## config.mk

```make
export PLATFORM = sky130hd
export DESIGN_NAME = alu_seq
export DESIGN_NICKNAME = d
export VERILOG_FILES = /design/src/rtl/alu_seq.sv
export SDC_FILE = /design/constraint.sdc
export NUM_CORES = 1
export LEC_CHECK = 0
export CORE_MARGIN = 3
export CORE_UTILIZATION = 60
export CTS_CLUSTER_SIZE = 30
export DETAILED_ROUTE_END_ITERATION = 8
export PLACE_DENSITY = 0.9
export SLEW_MARGIN = 0
export SYNTH_ARGS = -nofsm -noshare
export SYNTH_HDL_FRONTEND = slang
export SYNTH_SLANG_ARGS = --single-unit
export TNS_END_PERCENT = 30
```

## constraint.sdc

```tcl
create_clock -name clk -period 4.6 [get_ports clk]
set_input_delay 1.15 -clock clk [delete_from_list [all_inputs] [get_ports clk]]
set_output_delay 1.15 -clock clk [all_outputs]
set_load 0.05 [all_outputs]
```

## src/rtl/alu_seq.sv

```systemverilog
// rtl/alu_seq.sv - parametrised accumulator-side ALU with Z/N/C/V flags and multi-cycle shift-add MUL
module alu_seq #(
  parameter int WIDTH  = 8,
  parameter bit MUL_EN = 1'b1
) (
  input  logic             clk,
  input  logic             rst,
  input  logic             en,
  input  logic [3:0]       operation,
  input  logic [WIDTH-1:0] ac,
  output logic [WIDTH-1:0] alu_out,
  output logic             flag_z,
  output logic             flag_n,
  output logic             flag_c,
  output logic             flag_v,
  output logic             ready,
  output logic             done
);

  localparam int CW = (WIDTH > 2) ? $clog2(WIDTH) : 1;

  localparam logic [3:0] OP_MOVAC = 4'h0;
  localparam logic [3:0] OP_MOVR  = 4'h1;
  localparam logic [3:0] OP_ADD   = 4'h2;
  localparam logic [3:0] OP_SUB   = 4'h3;
  localparam logic [3:0] OP_INAC  = 4'h4;
  localparam logic [3:0] OP_CLAC  = 4'h5;
  localparam logic [3:0] OP_AND   = 4'h6;
  localparam logic [3:0] OP_OR    = 4'h7;
  localparam logic [3:0] OP_XOR   = 4'h8;
  localparam logic [3:0] OP_NOT   = 4'h9;
  localparam logic [3:0] OP_ADC   = 4'hA;
  localparam logic [3:0] OP_SHL   = 4'hB;
  localparam logic [3:0] OP_SHR   = 4'hC;
  localparam logic [3:0] OP_CMP   = 4'hD;
  localparam logic [3:0] OP_MUL   = 4'hE;

  typedef enum logic {S_IDLE = 1'b0, S_BUSY = 1'b1} state_e;

  state_e             state_q, state_d;
  logic [WIDTH-1:0]   out_q, out_d;
  logic [WIDTH-1:0]   r_q, r_d;
  logic               z_q, z_d, n_q, n_d, c_q, c_d, v_q, v_d;
  logic               done_q, done_d;
  logic [WIDTH-1:0]   mcand_q, mcand_d;
  logic [2*WIDTH-1:0] acc_q, acc_d;
  logic [CW-1:0]      cnt_q, cnt_d;

  logic               accept;
  logic [WIDTH-1:0]   add_b;
  logic               add_cin;
  logic [WIDTH:0]     add_res;
  logic               add_v;
  logic [WIDTH:0]     sub_res;
  logic               sub_v;
  logic [WIDTH:0]     mul_sum;
  logic [2*WIDTH-1:0] mul_next;
  logic [WIDTH-1:0]   s;
  logic               wr_out;
  logic               upd_zn;

  assign accept = en && (state_q == S_IDLE);

  // One adder serves ADD, INAC (b=1) and ADC (carry-in from C)
  always_comb begin
    add_b   = (operation == OP_INAC) ? WIDTH'(1) : r_q;
    add_cin = (operation == OP_ADC) ? c_q : 1'b0;
    add_res = {1'b0, ac} + {1'b0, add_b} + {{WIDTH{1'b0}}, add_cin};
    add_v   = (ac[WIDTH-1] == add_b[WIDTH-1]) && (add_res[WIDTH-1] != ac[WIDTH-1]);
    sub_res = {1'b0, ac} - {1'b0, r_q};
    sub_v   = (ac[WIDTH-1] != r_q[WIDTH-1]) && (sub_res[WIDTH-1] != ac[WIDTH-1]);
  end

  // Shift-add step: upper half accumulates multiplicand, lower half holds remaining multiplier bits
  always_comb begin
    mul_sum  = {1'b0, acc_q[2*WIDTH-1:WIDTH]} + (acc_q[0] ? {1'b0, mcand_q} : {(WIDTH+1){1'b0}});
    mul_next = {mul_sum, acc_q[WIDTH-1:1]};
  end

  always_comb begin
    state_d = state_q;
    out_d   = out_q;
    r_d     = r_q;
    z_d     = z_q;
    n_d     = n_q;
    c_d     = c_q;
    v_d     = v_q;
    done_d  = 1'b0;
    mcand_d = mcand_q;
    acc_d   = acc_q;
    cnt_d   = cnt_q;
    s       = '0;
    wr_out  = 1'b0;
    upd_zn  = 1'b0;

    case (state_q)
      S_IDLE: begin
        if (accept) begin
          done_d = 1'b1;
          case (operation)
            OP_MOVAC: begin r_d = ac; s = ac; wr_out = 1'b1; upd_zn = 1'b1; end
            OP_MOVR:  begin s = r_q; wr_out = 1'b1; upd_zn = 1'b1; end
            OP_ADD, OP_INAC, OP_ADC: begin
              s = add_res[WIDTH-1:0]; wr_out = 1'b1; upd_zn = 1'b1;
              c_d = add_res[WIDTH]; v_d = add_v;
            end
            OP_SUB: begin
              s = sub_res[WIDTH-1:0]; wr_out = 1'b1; upd_zn = 1'b1;
              c_d = sub_res[WIDTH]; v_d = sub_v;
            end
            OP_CLAC: begin s = '0; wr_out = 1'b1; upd_zn = 1'b1; end
            OP_AND, OP_OR, OP_XOR, OP_NOT: begin
              case (operation)
                OP_AND:  s = ac & r_q;
                OP_OR:   s = ac | r_q;
                OP_XOR:  s = ac ^ r_q;
                default: s = ~ac;
              endcase
              wr_out = 1'b1; upd_zn = 1'b1; c_d = 1'b0; v_d = 1'b0;
            end
            OP_SHL: begin
              s = {ac[WIDTH-2:0], 1'b0}; wr_out = 1'b1; upd_zn = 1'b1;
              c_d = ac[WIDTH-1]; v_d = 1'b0;
            end
            OP_SHR: begin
              s = {1'b0, ac[WIDTH-1:1]}; wr_out = 1'b1; upd_zn = 1'b1;
              c_d = ac[0]; v_d = 1'b0;
            end
            // Flags from the difference, result register left alone
            OP_CMP: begin
              s = sub_res[WIDTH-1:0]; upd_zn = 1'b1;
              c_d = sub_res[WIDTH]; v_d = sub_v;
            end
            OP_MUL: begin
              if (MUL_EN) begin
                done_d  = 1'b0;
                mcand_d = ac;
                acc_d   = {{WIDTH{1'b0}}, r_q};
                cnt_d   = '0;
                state_d = S_BUSY;
              end
            end
            default: ;
          endcase
        end
      end
      S_BUSY: begin
        acc_d = mul_next;
        cnt_d = cnt_q + 1'b1;
        if (cnt_q == CW'(WIDTH-1)) begin
          s       = mul_next[WIDTH-1:0];
          wr_out  = 1'b1;
          upd_zn  = 1'b1;
          c_d     = |mul_next[2*WIDTH-1:WIDTH];
          v_d     = 1'b0;
          done_d  = 1'b1;
          state_d = S_IDLE;
        end
      end
      default: state_d = S_IDLE;
    endcase

    if (wr_out) out_d = s;
    if (upd_zn) begin
      z_d = (s == '0);
      n_d = s[WIDTH-1];
    end
  end

  always_ff @(posedge clk) begin
    if (rst) begin
      state_q <= S_IDLE;
      out_q   <= '0;
      r_q     <= '0;
      z_q     <= 1'b0;
      n_q     <= 1'b0;
      c_q     <= 1'b0;
      v_q     <= 1'b0;
      done_q  <= 1'b0;
      mcand_q <= '0;
      acc_q   <= '0;
      cnt_q   <= '0;
    end else begin
      state_q <= state_d;
      out_q   <= out_d;
      r_q     <= r_d;
      z_q     <= z_d;
      n_q     <= n_d;
      c_q     <= c_d;
      v_q     <= v_d;
      done_q  <= done_d;
      mcand_q <= mcand_d;
      acc_q   <= acc_d;
      cnt_q   <= cnt_d;
    end
  end

  assign alu_out = out_q;
  assign flag_z  = z_q;
  assign flag_n  = n_q;
  assign flag_c  = c_q;
  assign flag_v  = v_q;
  assign ready   = (state_q == S_IDLE);
  assign done    = done_q;

endmodule
```

# After elaboration in Yosys (flattened, before gate mapping)

Cells that the tools add are included.

Bitwise gates (word level): 5
Add/subtract/negate cells: 5
Reductions and logical operators: 17
Muxes and demuxes: 36
Equal/unequal tests: 24

Operator list:

| kind                                                            | number |
|---|---|
| 8-bit one-hot mux with 7 select lines                           | 1 |
| 16-bit two-way mux                                              | 2 |
| 8-bit two-way mux                                               | 4 |
| 16-bit one-hot mux with 2 select lines                          | 1 |
| 4-bit == test, second input constant                            | 7 |
| 8-bit one-hot mux with 3 select lines                           | 1 |
| 8-bit by 8-bit adder with 9-bit output                          | 2 |
| 4-bit by 3-bit == test with 1-bit output, second input constant | 4 |
| 8-bit one-hot mux with 2 select lines                           | 1 |
| 1-bit two-way mux                                               | 15 |
| 14-bit OR reduction                                             | 1 |
| 13-bit OR reduction                                             | 1 |
| 1-bit one-hot mux with 2 select lines                           | 6 |
| 3-bit AND reduction                                             | 4 |
| 9-bit by 1-bit adder with 9-bit output                          | 1 |
| 8-bit by 8-bit subtractor with 9-bit output                     | 1 |
| 8-bit AND                                                       | 1 |
| 4-bit by 2-bit == test with 1-bit output, second input constant | 2 |
| 8-bit zero test                                                 | 1 |
| 8-bit NOT                                                       | 1 |
| 8-bit bitwise OR                                                | 1 |
| 8-bit OR reduction                                              | 1 |
| 8-bit XOR                                                       | 1 |
| 3-bit two-way mux                                               | 2 |
| 19 further kinds                                                | 25 |

Register bits after elaboration: 49
Output and inout port bits: 14
Input bits: 15

# Logic depth before layout (Yosys ltp)

Gate-level depths: netlist (run 1).

Depth after elaboration: 9
Gate-level depth with buffers: 15
Gate-level depth less buffers: 13

# Least setup slack after synthesis (run 1)

No wires, ideal clock.

Kind: input-to-reg
Start: in operation[2]
End: reg c_q (netlist: flag_c)
Stages: 14
Arrival time: 3.682 ns
Path slack: 0.827 ns
Library setup time: 0.091 ns
Path buffers: 3
Cells stage by stage: buf_2 -> buf_2 -> buf_2 -> nor4b_1 -> fa_1 -> inv_1 -> fa_1 -> nor2b_1 -> o31a_1 -> o22ai_1 -> o21bai_1 -> a211oi_1 -> a211o_1 -> a311oi_1

Word-level cells in the longest chain between the ends: 7

Ends and longest elaborated chain:

| item                                     | line    | RTL |
|---|---|---|
| start, declared                          | 9       | `input logic [3:0] operation,` |
| 4-bit by 3-bit == test with 1-bit output | 66, 100 |  |
| 8-bit two-way mux                        | 66      | `add_b = (operation == OP_INAC) ? WIDTH'(1) : r_q;` |
| 8-bit by 8-bit adder with 9-bit output   | 68      | `add_res = {1'b0, ac} + {1'b0, add_b} + {{WIDTH{1'b0}}, add_cin};` |
| 9-bit by 1-bit adder with 9-bit output   | 68      |  |
| 1-bit one-hot mux with 5 select lines    | 100     | `case (operation)` |
| 1-bit two-way mux                        | 98      | `if (accept) begin` |
| 1-bit one-hot mux with 2 select lines    | 96      | `case (state_q)` |
| end signal, assigned                     | 177     | `c_q <= 1'b0;` |
| end signal, assigned                     | 189     | `c_q <= c_d;` |
| end, declared                            | 43      | `logic z_q, z_d, n_q, n_d, c_q, c_d, v_q, v_d;` |

Several ways; a longest one is shown, not always the timed one. The select of a mux whose other input is x is not followed.
A chain may end at the register's enable or synchronous reset.

# Worst setup path after layout (run 1)

Start: in operation[3]
End: reg c_q (netlist: flag_c)

The elaborated chain is that of the path after synthesis.

==> results of run 1 <==
-- worst max path at each step --
| stage | end | slack, ps | depth (start not counted) | start |
|---|---|---|---|---|
| after floorplan | flag_c$_SDFFE_PP0P_ | 830 | 14 | operation[2] |
| after global placement | flag_z$_SDFFE_PP0P_ | 330 | 13 | operation[3] |
| after detailed placement | flag_c$_SDFFE_PP0P_ | 310 | 13 | operation[3] |
| after CTS | flag_c$_SDFFE_PP0P_ | 610 | 13 | operation[3] |
| after global routing | flag_c$_SDFFE_PP0P_ | 270 | 13 | operation[3] |
| final | flag_c$_SDFFE_PP0P_ | 480 | 13 | operation[3] |
-- through the flow --
step	hold slack, ps	setup WS [ps]	util, %
5_1_grt	484.3	267.6	71.44
2_1_floorplan	431.7	827.0	-
6_report	452.0	484.9	71.44
3_5_place_dp	442.8	307.3	69.73
4_1_cts	455.1	607.1	71.44
3_3_place_gp	438.7	334.7	69.73
-- power by group --
group | leakage (nW) | internal [W] | total (W) | switching (W)
combinational | 1.45 | 0.0000972 | 0.000259 | 0.000162
clock | 0.0585 | 0.000163 | 0.000321 | 0.000157
sequential | 0.397 | 0.000433 | 0.000440 | 0.00000744
total | 1.91 | 0.000693 | 0.00102 | 0.000326
-- placed cells by master, fill, tap and decap left out, types with 3 or more instances in the layout --
cell type / count
nand3b_1: 6
and2_1: 11
a21o_1: 5
ha_1: 41
o21ai_0: 16
xnor2_1: 8
o211ai_1: 5
a211o_1: 4
o21a_1: 4
inv_1: 30
nand2_1: 51
clkbuf_8: 5
o21bai_1: 4
mux2i_1: 3
nor2b_1: 11
nand3_1: 6
o22ai_1: 6
fa_1: 4
clkdlybuf4s50_1: 27
a21oi_1: 46
dfxtp_1: 49
a31oi_1: 6
xor2_1: 5
nand2b_1: 13
a32o_1: 3
or3_1: 3
a222oi_1: 8
a22oi_1: 12
a211oi_1: 10
nor4b_1: 3
buf_4: 20
nor2_1: 72
nor3_1: 14
nand4_1: 3
-- tightest hold or removal path, delay by kind of cell, from the launching register on --
kind	cells	cell delay [ps]
flops	1	320
simple gates	1	50
compound gates	1	50
-- metal layers --
layer / part of all wire (%) / GRT usage, % / vias up
met5: 0 / 0 / -
met4: 4.6 / 13.94 / 0
met3: 11 / 7.208 / 55
met2: 42 / 50.20 / 283
met1: 42 / 46.70 / 1963
li1: - / - / 2020
-- Yosys cell counts (all sizes together) (4+ instances only) --
library cell | number | area [µm²]
buf | 16 | 98.85
nor2b | 11 | 68.82
o21ai | 16 | 80.08
a21o | 5 | 37.54
o21bai | 4 | 30.03
a21oi | 46 | 230.2
fa | 4 | 80.08
and2 | 13 | 83.84
nand3 | 6 | 30.03
a211oi | 10 | 75.07
nor3 | 14 | 70.07
xor2 | 5 | 43.79
nand2 | 51 | 191.4
ha | 41 | 513.0
nand2b | 14 | 90.09
nor2 | 72 | 270.3
a211o | 4 | 35.03
xnor2 | 8 | 70.07
o21a | 4 | 30.03
a22oi | 12 | 90.09
clkbuf | 16 | 60.06
a222oi | 8 | 80.08
o211ai | 5 | 37.54
nor4b | 4 | 41.29
a31oi | 6 | 37.54
o22ai | 6 | 37.54
nand3b | 6 | 45.04
inv | 30 | 112.6
dfxtp | 49 | 980.9
-- area by class of cell --
type / count / area, µm²
clock buffer: 5 / 68.82
clock inverter: 3 / 43.79
fill: 551 / 1876
inverter: 30 / 112.6
multi-input combinational: 435 / 2944
sequential: 49 / 980.9
tap: 93 / 116.4
timing repair buffer: 48 / 425.4
-- logic make-up (layout without fill, tap and decap cells) --
kind of cell	count (synthesis)	after routing	share of synthesized area, %
xor gates and xnor gates	13	13	2.713
AOI/OAI and AO/OA	161	161	27.43
muxes	4	4	0.9839
adders and majority gates	45	45	14.13
DFF	49	49	23.38
and+or+nand+nor	212	212	24.90
buffers and inverters	62	86	6.470
-- registers in the layout, indices dropped and copies added (netlist names) --
name     flops
mcand_q      8
r_q          8
alu_out      8
done         1
state_q      1
acc_q       16
flag_c       1
flag_n       1
flag_v       1
flag_z       1
cnt_q        3
==> reports/results.ini, run 1 <==
[drt]
drt_iter0_drc = 550
routedWlPerCell_um = 19.48
via_per_inst = 6.517
vias = 4321
drtPass1Iterations = 7
route.detailed.drc = 0
totalWireLength_um = 12920
postRouteAntennaNets = 0

[timing]
fmax_mhz = 243.0
max_slew.worst_pin.slew_ps = 916.4
finalCritPeriodShare_pct = 89.46
fin_setup_tns_ps = 0
slew_headroom_pct = 38.91
hold_viol_final = 0
finalCriticalPeriod_ps = 4115
finalSetupViolations = 0
slew_viol_final = 0
fin_skew_ps = 9.997
rsz0062_at_grt = no

[clock_network]
cts_tree = yes
htreeDepth = 2
clock_sinks = 49
numCtsBuffers = 5
clk_pin_slew_worst_paths_ps = 100
post_cts_resized = 0
holdBufCountCts = 0
cts_setup_buffers = 0
clkLatencyLatePin_ps = 310
cts-root-buf = clkbuf_8
clock_path_buffers = 2

[placement]
hpwl_um = 9761
placedCellCount = 655
place.port_buffers = 28
placed_cell_area_um2 = 4579
gp_congestion = 1.062

[floorplanning]
die_w_um = 89.63
die_h_um = 89.63
core_um2 = 6568
ioPinCount = 29
start_util_pct = 63.90
fp-row-count = 29
die_area_um2 = 8034

[global_routing]
grt_pass1_wl_um = 20500
grt_overflow_total = 0
grt_antenna_before_repair = 0
grt_start_max_net_pins = 51
grt_usage_pct = 33.60
grt_pass1_vias = 3964

[worst_setup_path]
crit_type = in2reg
cp_max_fo = 8
cp_top_family = compound AO/OA/AOI/OAI gates
path_cells = clkdlybuf4s50_1 -> nand2_1 -> nor4b_1 -> fa_1 -> inv_1 -> fa_1 -> nor2b_1 -> o31a_1 -> o22ai_1 -> o21bai_1 -> a211oi_1 -> a211o_1 -> a311oi_1
cpPeakStageDelay_ps = 620
start_kind = input pin
crit_top_cell = fa_1
cpMaxStageDelayCell = clkdlybuf4s50_1
r2r_slack_ps = 1530
endpoint_kind = register
rr_startpoint = acc_q[0]$_SDFFE_PP0P_
path_buf_inv = 2
required_ps = 4820
timing.rr.end = flag_c$_SDFFE_PP0P_
arrival_ps = 4340
reg2reg_depth = 10

[synth]
ys_types = 76
postSynthCellCount = 546
synth_ff_type = dfxtp_1
synth_warnings = 0
synth_edf_count = 0
syn_area_um2 = 4197
synth_seq_cells = 49
syn_avg_cell_area_um2 = 7.686
async_flop_share_pct = 0
synth.net_count = 606
ys_seq_area_share_pct = 23.38

[layout]
final_cell_count_no_fill = 663
drive_gt1_share_pct = 7.018
synthToLayoutAreaGrowth_pct = 11.81
nets = 629
postLayoutCellArea_um2 = 4692
n_antenna_cell = 0

[power_and_ir_drop]
powerDensity_nw_per_um2 = 217.3
max-vdd-ir-drop_uv = 133.2
leakage_nw = 1.909
finalPower_w = 0.001020

[min_path]
hold_depth = 2
hp-class = reg2reg
hold_end = alu_out[7]$_SDFFE_PP0P_
hold_path_startpoint = alu_out[7]$_SDFFE_PP0P_

[status]
status = completed

[run]
cap_violations = 0

Power figures use the tool's default switching activity.
==> run 2: changes to the inputs <==
==> config.mk (replaced) <==
export PLATFORM = sky130hd
export DESIGN_NAME = alu_seq
export DESIGN_NICKNAME = d
export VERILOG_FILES = /design/src/rtl/alu_seq.sv
export SDC_FILE = /design/constraint.sdc
export NUM_CORES = 1
export LEC_CHECK = 0
export CELL_PAD_IN_SITES_DETAIL_PLACEMENT = 0
export CELL_PAD_IN_SITES_GLOBAL_PLACEMENT = 2
export CORE_MARGIN = 2
export CORE_UTILIZATION = 36
export CTS_CLUSTER_SIZE = 30
export DETAILED_ROUTE_END_ITERATION = 8
export PLACE_DENSITY = 0.91
export SLEW_MARGIN = 20
export SYNTH_ARGS = -nofsm -noshare
export SYNTH_HDL_FRONTEND = slang
export SYNTH_SLANG_ARGS = --single-unit
export TNS_END_PERCENT = 30
==> run 2 against run 1 <==
  * Via count fell by 1.6%
  * Utilization shrank 29 points
  * Setup slack got worse by 31 ps
  * Final area rose by 3.7%
  * Clock skew is 1.2 ps lower
  * Register-to-register slack about the same
  * Power grew 11%
  * Die area increased by 56%
  * Critical path depth is 1 lower
  * Fmax decreased by 0.75%
  * Worst hold slack lost 2.0 ps
  * Routed wire length up 7.7%
==> reports/results.ini, run 2 (same netlist as run 1, synthesis figures left out) <==
[status]
status = completed

[layout]
final_common_cell = nor2_1
synthToLayoutAreaGrowth_pct = 15.95
num-fill-cells = 1210
multiInputGateArea_um2 = 2944
largest_reg_flops = 16
final_cell_count_no_fill = 720
final_util_pct = 42.61
layout_common_cells = nor2_1, nand2_1, dfxtp_1, a21oi_1, ha_1
seqCellArea_um2 = 980.9
nets = 636
n_antenna_cell = 0
regMostFlops = acc_q
drive_gt1_share_pct = 8.146

[clock_network]
clk_pin_slew_worst_paths_ps = 60
htreeDepth = 2
holdBufCountCts = 0
clock_path_buffers = 2
clock_sinks = 49
clkLatencyLatePin_ps = 290
cts_tree = yes
post_cts_resized = 0
cts-root-buf = clkbuf_16
cts_setup_buffers = 0
numCtsBuffers = 5

[power_and_ir_drop]
max-vdd-ir-drop_uv = 224.0
combPwrFrac_pct = 23.7
swShare_pct = 30.19
finalPower_w = 0.001134
clock_power_share_pct = 37.5
leakage_nw = 1.966
internal_power_w = 0.0007916
power.switching_w = 0.0003424
p_seq_share_pct = 38.8
powerDensity_nw_per_um2 = 233.0

[timing]
finalSetupViolations = 0
fin_skew_ps = 8.841
fin_setup_tns_ps = 0
finalCriticalPeriod_ps = 4146
slew_viol_final = 0
finalCritPeriodShare_pct = 90.13
max_slew.worst_pin.slew_ps = 1004
rsz0062_at_grt = no
hold_viol_final = 0
slew_headroom_pct = 33.07
fmax_mhz = 241.2
hold_slack_ps = 450.0

[worst_setup_path]
timing.rr.end = flag_c$_SDFFE_PP0P_
rr_startpoint = acc_q[0]$_SDFFE_PP0P_
required_ps = 4810
endpoint_kind = register
cp_max_fo = 10
reg2reg_depth = 10
r2r_slack_ps = 1520
worstSetupEndpoint = flag_z$_SDFFE_PP0P_
start_kind = input pin
arrival_ps = 4360
crit_type = in2reg
startpoint = operation[1]

[min_path]
hp-class = reg2reg
hold_path_startpoint = alu_out[7]$_SDFFE_PP0P_
hold_depth = 2

[run]
cap_violations = 0

[floorplanning]
start_util_pct = 36.75
core_um2 = 11420
die_w_um = 112.0
die_h_um = 112.0
fp-row-count = 39
ioPinCount = 29
die_area_um2 = 12540

[global_routing]
grt_start_max_net_pins = 51
grt_usage_pct = 22.01
grt_antenna_before_repair = 0
grt_pass1_vias = 4029
grt_pass1_wl_um = 21890
grt_overflow_total = 0

[drt]
totalWireLength_um = 13920
drt_iter0_drc = 427
postRouteAntennaNets = 0
drtPass1Iterations = 6
route.detailed.drc = 0
vias = 4253
via_per_inst = 5.907
routedWlPerCell_um = 19.33

[placement]
place.port_buffers = 28
gp_congestion = 0.9643
placedCellCount = 712
hpwl_um = 10710

-- run 2: worst min-delay path by stage --
stage	to	slack, ps
after global routing	mcand_q[1]$_SDFFE_PP0P_	480
after global placement	alu_out[0]$_SDFFE_PP0P_	440
after CTS	alu_out[7]$_SDFFE_PP0P_	450
final	alu_out[7]$_SDFFE_PP0P_	450
after detailed placement	alu_out[7]$_SDFFE_PP0P_	440
after floorplan	mcand_q[0]$_SDFFE_PP0P_	430
-- run 2: power groups by stage --
stage	logic, W	registers, W	clock network (W)
detailed placement	0.000263	0.000450	0
global route	0.000290	0.000441	0.000450
CTS	0.000264	0.000440	0.000435
floorplan	0.000147	0.000470	0
finish	0.000268	0.000440	0.000426
global placement	0.000264	0.000450	0
-- run 2: layout make-up --
cell class | count | area share [%]
Sequential cell | 49 | 20.16
Multi-Input combinational cell | 435 | 60.50
Clock buffer | 5 | 2.571
Tap cell | 143 | 3.677
Timing Repair Buffer | 55 | 9.823
Inverter | 30 | 2.314
Clock inverter | 3 | 0.9514
-- run 2: layer usage --
layer  GRT usage, %  share of wire (%)
met4          5.447                2.1
met5              0                  0
met1          31.48                 47
met2          34.95                 45
met3          3.266                5.8
-- run 2: through the flow --
step	area (µm²)	worst slack, ps
after floorplan	4197	827.0
after global placement	4695	311.7
after detailed placement	4695	231.1
after CTS	4866	491.9
after global routing	4866	174.8
final	4866	453.9
-- run 2: critical path, cell delays in order --
cell	delay, ps
clkdlybuf4s50_1	650
nand2_1	180
nor4b_1	340
fa_1	300
inv_1	70
fa_1	400
nor2b_1	170
o31a_1	170
a211oi_1	60
o32ai_1	460
nand4_1	170
o31ai_2	230
==> patch 1, RTL diff (config.mk and constraints of run 1) <==
Change the parameter `MUL_EN` from 1'b1 to 1'b0.
--- a/src/rtl/alu_seq.sv
+++ b/src/rtl/alu_seq.sv
@@ -1,7 +1,7 @@
 // rtl/alu_seq.sv - parametrised accumulator-side ALU with Z/N/C/V flags and multi-cycle shift-add MUL
 module alu_seq #(
   parameter int WIDTH  = 8,
-  parameter bit MUL_EN = 1'b1
+  parameter bit MUL_EN = 1'b0
 ) (
   input  logic             clk,
   input  logic             rst,
Function: changed (Yosys sat finds a counterexample within 4 cycles, from zero or initial values and one cycle with rst high).
==> patch 1 against run 1 <==
  * Routed wire length is 28% lower
  * Final area fell by 30%
  * Power down 39%
  * Register-to-register slack got worse by 0.10 ns
  * Maximum frequency decreased by 5.6%
  * Area after synthesis is 34% lower
  * Sequential share of layout area decreased by 5.8 points
  * Utilization rose by 3.4 points
  * Via count down 28%
  * Die area is 32% lower
  * First-iteration DRC count shrank 33%
  * Sequential cell count decreased by 24
  * Worst setup slack worse by 0.24 ns
  * Critical endpoint is now flag_z
==> patch 1: results (changes against run 1) <==
metric	value	unit	change
dp_cells	461		-30%
grtUsageMet2	54.9	%	+4.7 points
wl_met2	4.27	mm	-22%
clk_latency	0.29	ns	-0.02 ns
grt_max_degree	27		-47%
p_int	0.380	mW	-45%
synthesis.nets	422		-30%
synth.area.top_cells	dfxtp_1 18%, ha_1 15%, nor2_1 7.1%, a21oi_1 5.4%, o21ai_0 4.0%		
num-nets-final	465		-26%
switchingPower	0.239	mW	-27%
grt_pass1_wl	14.6	mm	-29%
cp_data_arrival_time	4.57	ns	+0.23 ns
cp_slowest_cell	or4b_1		
finClkSkew	0.0131	ns	+0.00314 ns
met1_usage	47.5	%	+0.84 points
grt_use_met3	6.76	%	-0.45 points
p_clk	0.151	mW	-53%
grt_pass1_vias	2906		-27%
synth_cell_types	72		-5.3%
drive_above_1_share	10.4	%	+3.4 points
ys_top_cells_by_count	53 x nor2_1, 33 x ha_1, 30 x a21oi_1		
worst-path-max-fanout	3		-5
drtPass1Iterations	5		-2
slew_headroom	32.6	%	-6.3 points
globalplace.congestion	0.961		-9.4%
drt-initial-drc-count	371		-33%
critical-path-top-delay-family	simple AND/OR/NAND/NOR gates		
avgSynthCellArea	7.50	µm²	-2.4%
numCtsBuffers	3		-2
wl_met1	3.89	mm	-29%
outcome	completed		
num_vias	3130		-28%
dpl_worst_slack	-0.0281	ns	-0.335 ns
met3WireLength	889	µm	-36%
yosysSeqAreaShare	18.0	%	-5.4 points
p_leak	1.39	nW	-27%
htree_levels	1		-1
viasPerCell	6.73		+3.3%
ir_drop	0.141	mV	+5.8%
max_stage_delay	0.54	ns	-0.08 ns
[patch 1: changes by cell type after synthesis, sizes merged, moves of 7 or more]
cell / before / now
dfxtp: 49 / 25
nand2: 51 / 14
buf: 16 / 8
and2: 13 / 6
nor2: 72 / 53
nor2b: 11 / 1
a222oi: 8 / 0
a21oi: 46 / 30
ha: 41 / 33
[patch 1: layout make-up]
| class | count | area (µm²) |
|---|---|---|
| clock buffers | 3 | 41.3 |
| fillers | 391 | 1110 |
| multi-input cells | 299 | 2090 |
| flip-flops and latches | 25 | 500 |
| repair buffers | 56 | 490 |
| inverters | 29 | 109 |
| well taps | 52 | 65.1 |
| clock inverters | 1 | 7.51 |
[patch 1: final timing paths]
check,start,to,slack (ns),depth (start not counted)
setup / recovery,operation[0],flag_z,0.24,12
hold / removal,alu_out[7],alu_out[7],0.46,2
setup reg to reg,r_q[0],flag_z,1.43,11
hold reg to reg,alu_out[7],alu_out[7],0.46,2
[patch 1: metrics by stage]
step / utilization, % / hold WS (ns) / cell area [µm²]
2_1_floorplan: - / 0.465 / 2780
3_3_place_gp: 73.8 / 0.440 / 3260
3_5_place_dp: 73.8 / 0.447 / 3260
4_1_cts: 74.9 / 0.462 / 3310
5_1_grt: 74.9 / 0.480 / 3310
6_report: 74.9 / 0.458 / 3310
[patch 1: worst min-delay path, delay by kind of cell, from the launching register on]
kind	cells	cell delay [ns]
AO/OA/AOI/OAI	1	0.05
flip-flops	1	0.32
AND/OR/NAND/NOR	1	0.05
[patch 1: cell families after synthesis]
group                    Yosys count  synth area share (%)
XOR/XNOR                           7                  2.20
buffers and inverters             47                  6.88
AO/OA/AOI/OAI                    133                  33.1
flip-flops                        25                  18.0
multiplexers                       3                  1.12
adder cells (fa/ha/maj)           36                  17.0
AND/OR/NAND/NOR                  120                  21.8
==> patch 2, RTL diff (settings of run 1) <==
Without the edit above. Take the reset off `r_q` and load it in a clocked block of its own.
--- a/src/rtl/alu_seq.sv
+++ b/src/rtl/alu_seq.sv
@@ -171,7 +171,6 @@
     if (rst) begin
       state_q <= S_IDLE;
       out_q   <= '0;
-      r_q     <= '0;
       z_q     <= 1'b0;
       n_q     <= 1'b0;
       c_q     <= 1'b0;
@@ -183,7 +182,6 @@
     end else begin
       state_q <= state_d;
       out_q   <= out_d;
-      r_q     <= r_d;
       z_q     <= z_d;
       n_q     <= n_d;
       c_q     <= c_d;
@@ -195,6 +193,10 @@
     end
   end
 
+  always_ff @(posedge clk) begin
+    r_q <= r_d;
+  end
+
   assign alu_out = out_q;
   assign flag_z  = z_q;
   assign flag_n  = n_q;
Formal check against the unedited RTL: not equivalent (a bounded check fails within 4 cycles, from zero or initial values and one cycle with rst high).
==> patch 2 against run 1 <==
  * Synthesized cell count shrank 5.7%
  * Critical path type unchanged
  * Critical path depth grew 1
  * Worst setup slack lost 0.19 ns
  * Area after synthesis shrank 3.1%
  * Clock power shrank 18%
  * Register-to-register slack lost 0.21 ns
  * First-iteration DRC count grew 6.0%
  * Global-route usage shrank 3.1 points
  * Sequential cell count is the same
  * Power shrank 1.3%
  * Final area shrank 2.7%
  * Routed wire length shrank 9.7%
==> patch 2: results (changes against run 1) <==
metric	value	unit	change
outcome	completed		
wl_met2	5.37	mm	-1.9%
placedInstanceArea	4480	µm²	-2.2%
routedWlPerCell	18.7	µm	-3.9%
worst_pin_slew	0.809	ns	-0.107 ns
synthesis.nets	575		-5.1%
met1_usage	41.7	%	-5.0 points
cp_data_arrival_time	4.56	ns	+0.22 ns
drive_above_1_share	6.96	%	-0.058 points
finClkSkew	0.0155	ns	+0.00550 ns
wl_met1	4.79	mm	-12%
grt_pass1_wl	18.7	mm	-9.0%
hpwl	8.72	mm	-11%
num_vias	4095		-5.2%
switchingPower	0.340	mW	+4.2%
grt_max_degree	43		-16%
ir_drop	0.180	mV	+35%
synth_top_area_share	20.2	%	-3.2 points
globalplace.congestion	0.987		-7.0%
drt-initial-drc-count	583		+6.0%
critical-path-top-delay-family	simple AND/OR/NAND/NOR gates		
worst-path-max-fanout	3		-5
synth.area.top_cells	dfxtp_1 20%, ha_1 13%, edfxtp_1 5.9%, a21oi_1 5.2%, nor2_1 5.1%		
synth_edf_count	8		+8
ys_top_cells_by_count	55 x nor2_1, 49 x nand2_1, 42 x a21oi_1		
yosysSeqAreaShare	26.1	%	+2.7 points
max_stage_delay	0.49	ns	-0.13 ns
dpl_worst_slack	0.0368	ns	-0.270 ns
grt_pass1_vias	3768		-4.9%
numCtsBuffers	5		unchanged
grt_use_met3	4.66	%	-2.6 points
p_leak	1.90	nW	-0.59%
largest_reg_flops	16		unchanged
synth_cell_types	66		-13%
grtUsageMet2	48.6	%	-1.6 points
met3WireLength	1.13	mm	-19%
num-nets-final	605		-3.8%
track_usage	30.5	%	-3.1 points
## patch 2: cell families after synthesis
logic type | synth area share (%)
and+or+nand+nor | 20.5
AOI/OAI and AO/OA | 27.4
buffers and inverters | 6.27
DFF | 26.1
adders and majority gates | 14.6
xor gates and xnor gates | 3.23
muxes | 1.97
## patch 2: power by group through the flow
stage               Combinational, mW  Sequential, mW  Clock, mW
finish                          0.286           0.457      0.264
global placement                0.273           0.466          0
detailed placement              0.278           0.466          0
CTS                             0.280           0.457      0.264
floorplan                       0.157           0.492          0
global route                    0.307           0.458      0.283
## patch 2: worst paths after layout
path | startpoint | to | slack [ns] | cells past startpoint
worst min register to register | mcand_q[2] | mcand_q[2] | 0.46 | 2
worst max-delay path | operation[1] | flag_z | 0.29 | 14
worst min-delay path | mcand_q[2] | mcand_q[2] | 0.46 | 2
worst max register to register | r_q[0] | flag_z | 1.32 | 11
## patch 2: through the flow
stage	hold WS, ns	instances
floorplan	0.432	515
global placement	0.441	615
detailed placement	0.443	615
CTS	0.456	623
global route	0.469	623
finish	0.456	623
## patch 2: area by class of cell
| cell class | instances | area (µm²) |
|---|---|---|
| tap | 77 | 96.3 |
| multi-input combinational | 407 | 2750 |
| clock buffer | 6 | 72.6 |
| fill | 526 | 1900 |
| inverter | 31 | 116 |
| clock inverter | 2 | 12.5 |
| timing repair buffer | 51 | 453 |
| sequential | 49 | 1060 |
## patch 2: worst reg2reg max path, cell delays in order (launching register included)
cell and delay, ns:
edfxtp_1 0.50, or2_2 0.35, fa_1 0.42, inv_1 0.08, fa_1 0.22, nor2b_1 0.08, o21ai_0 0.15, or3b_1 0.37
a311oi_1 0.39, nand2_1 0.08, or4b_1 0.46, o21ai_1 0.13
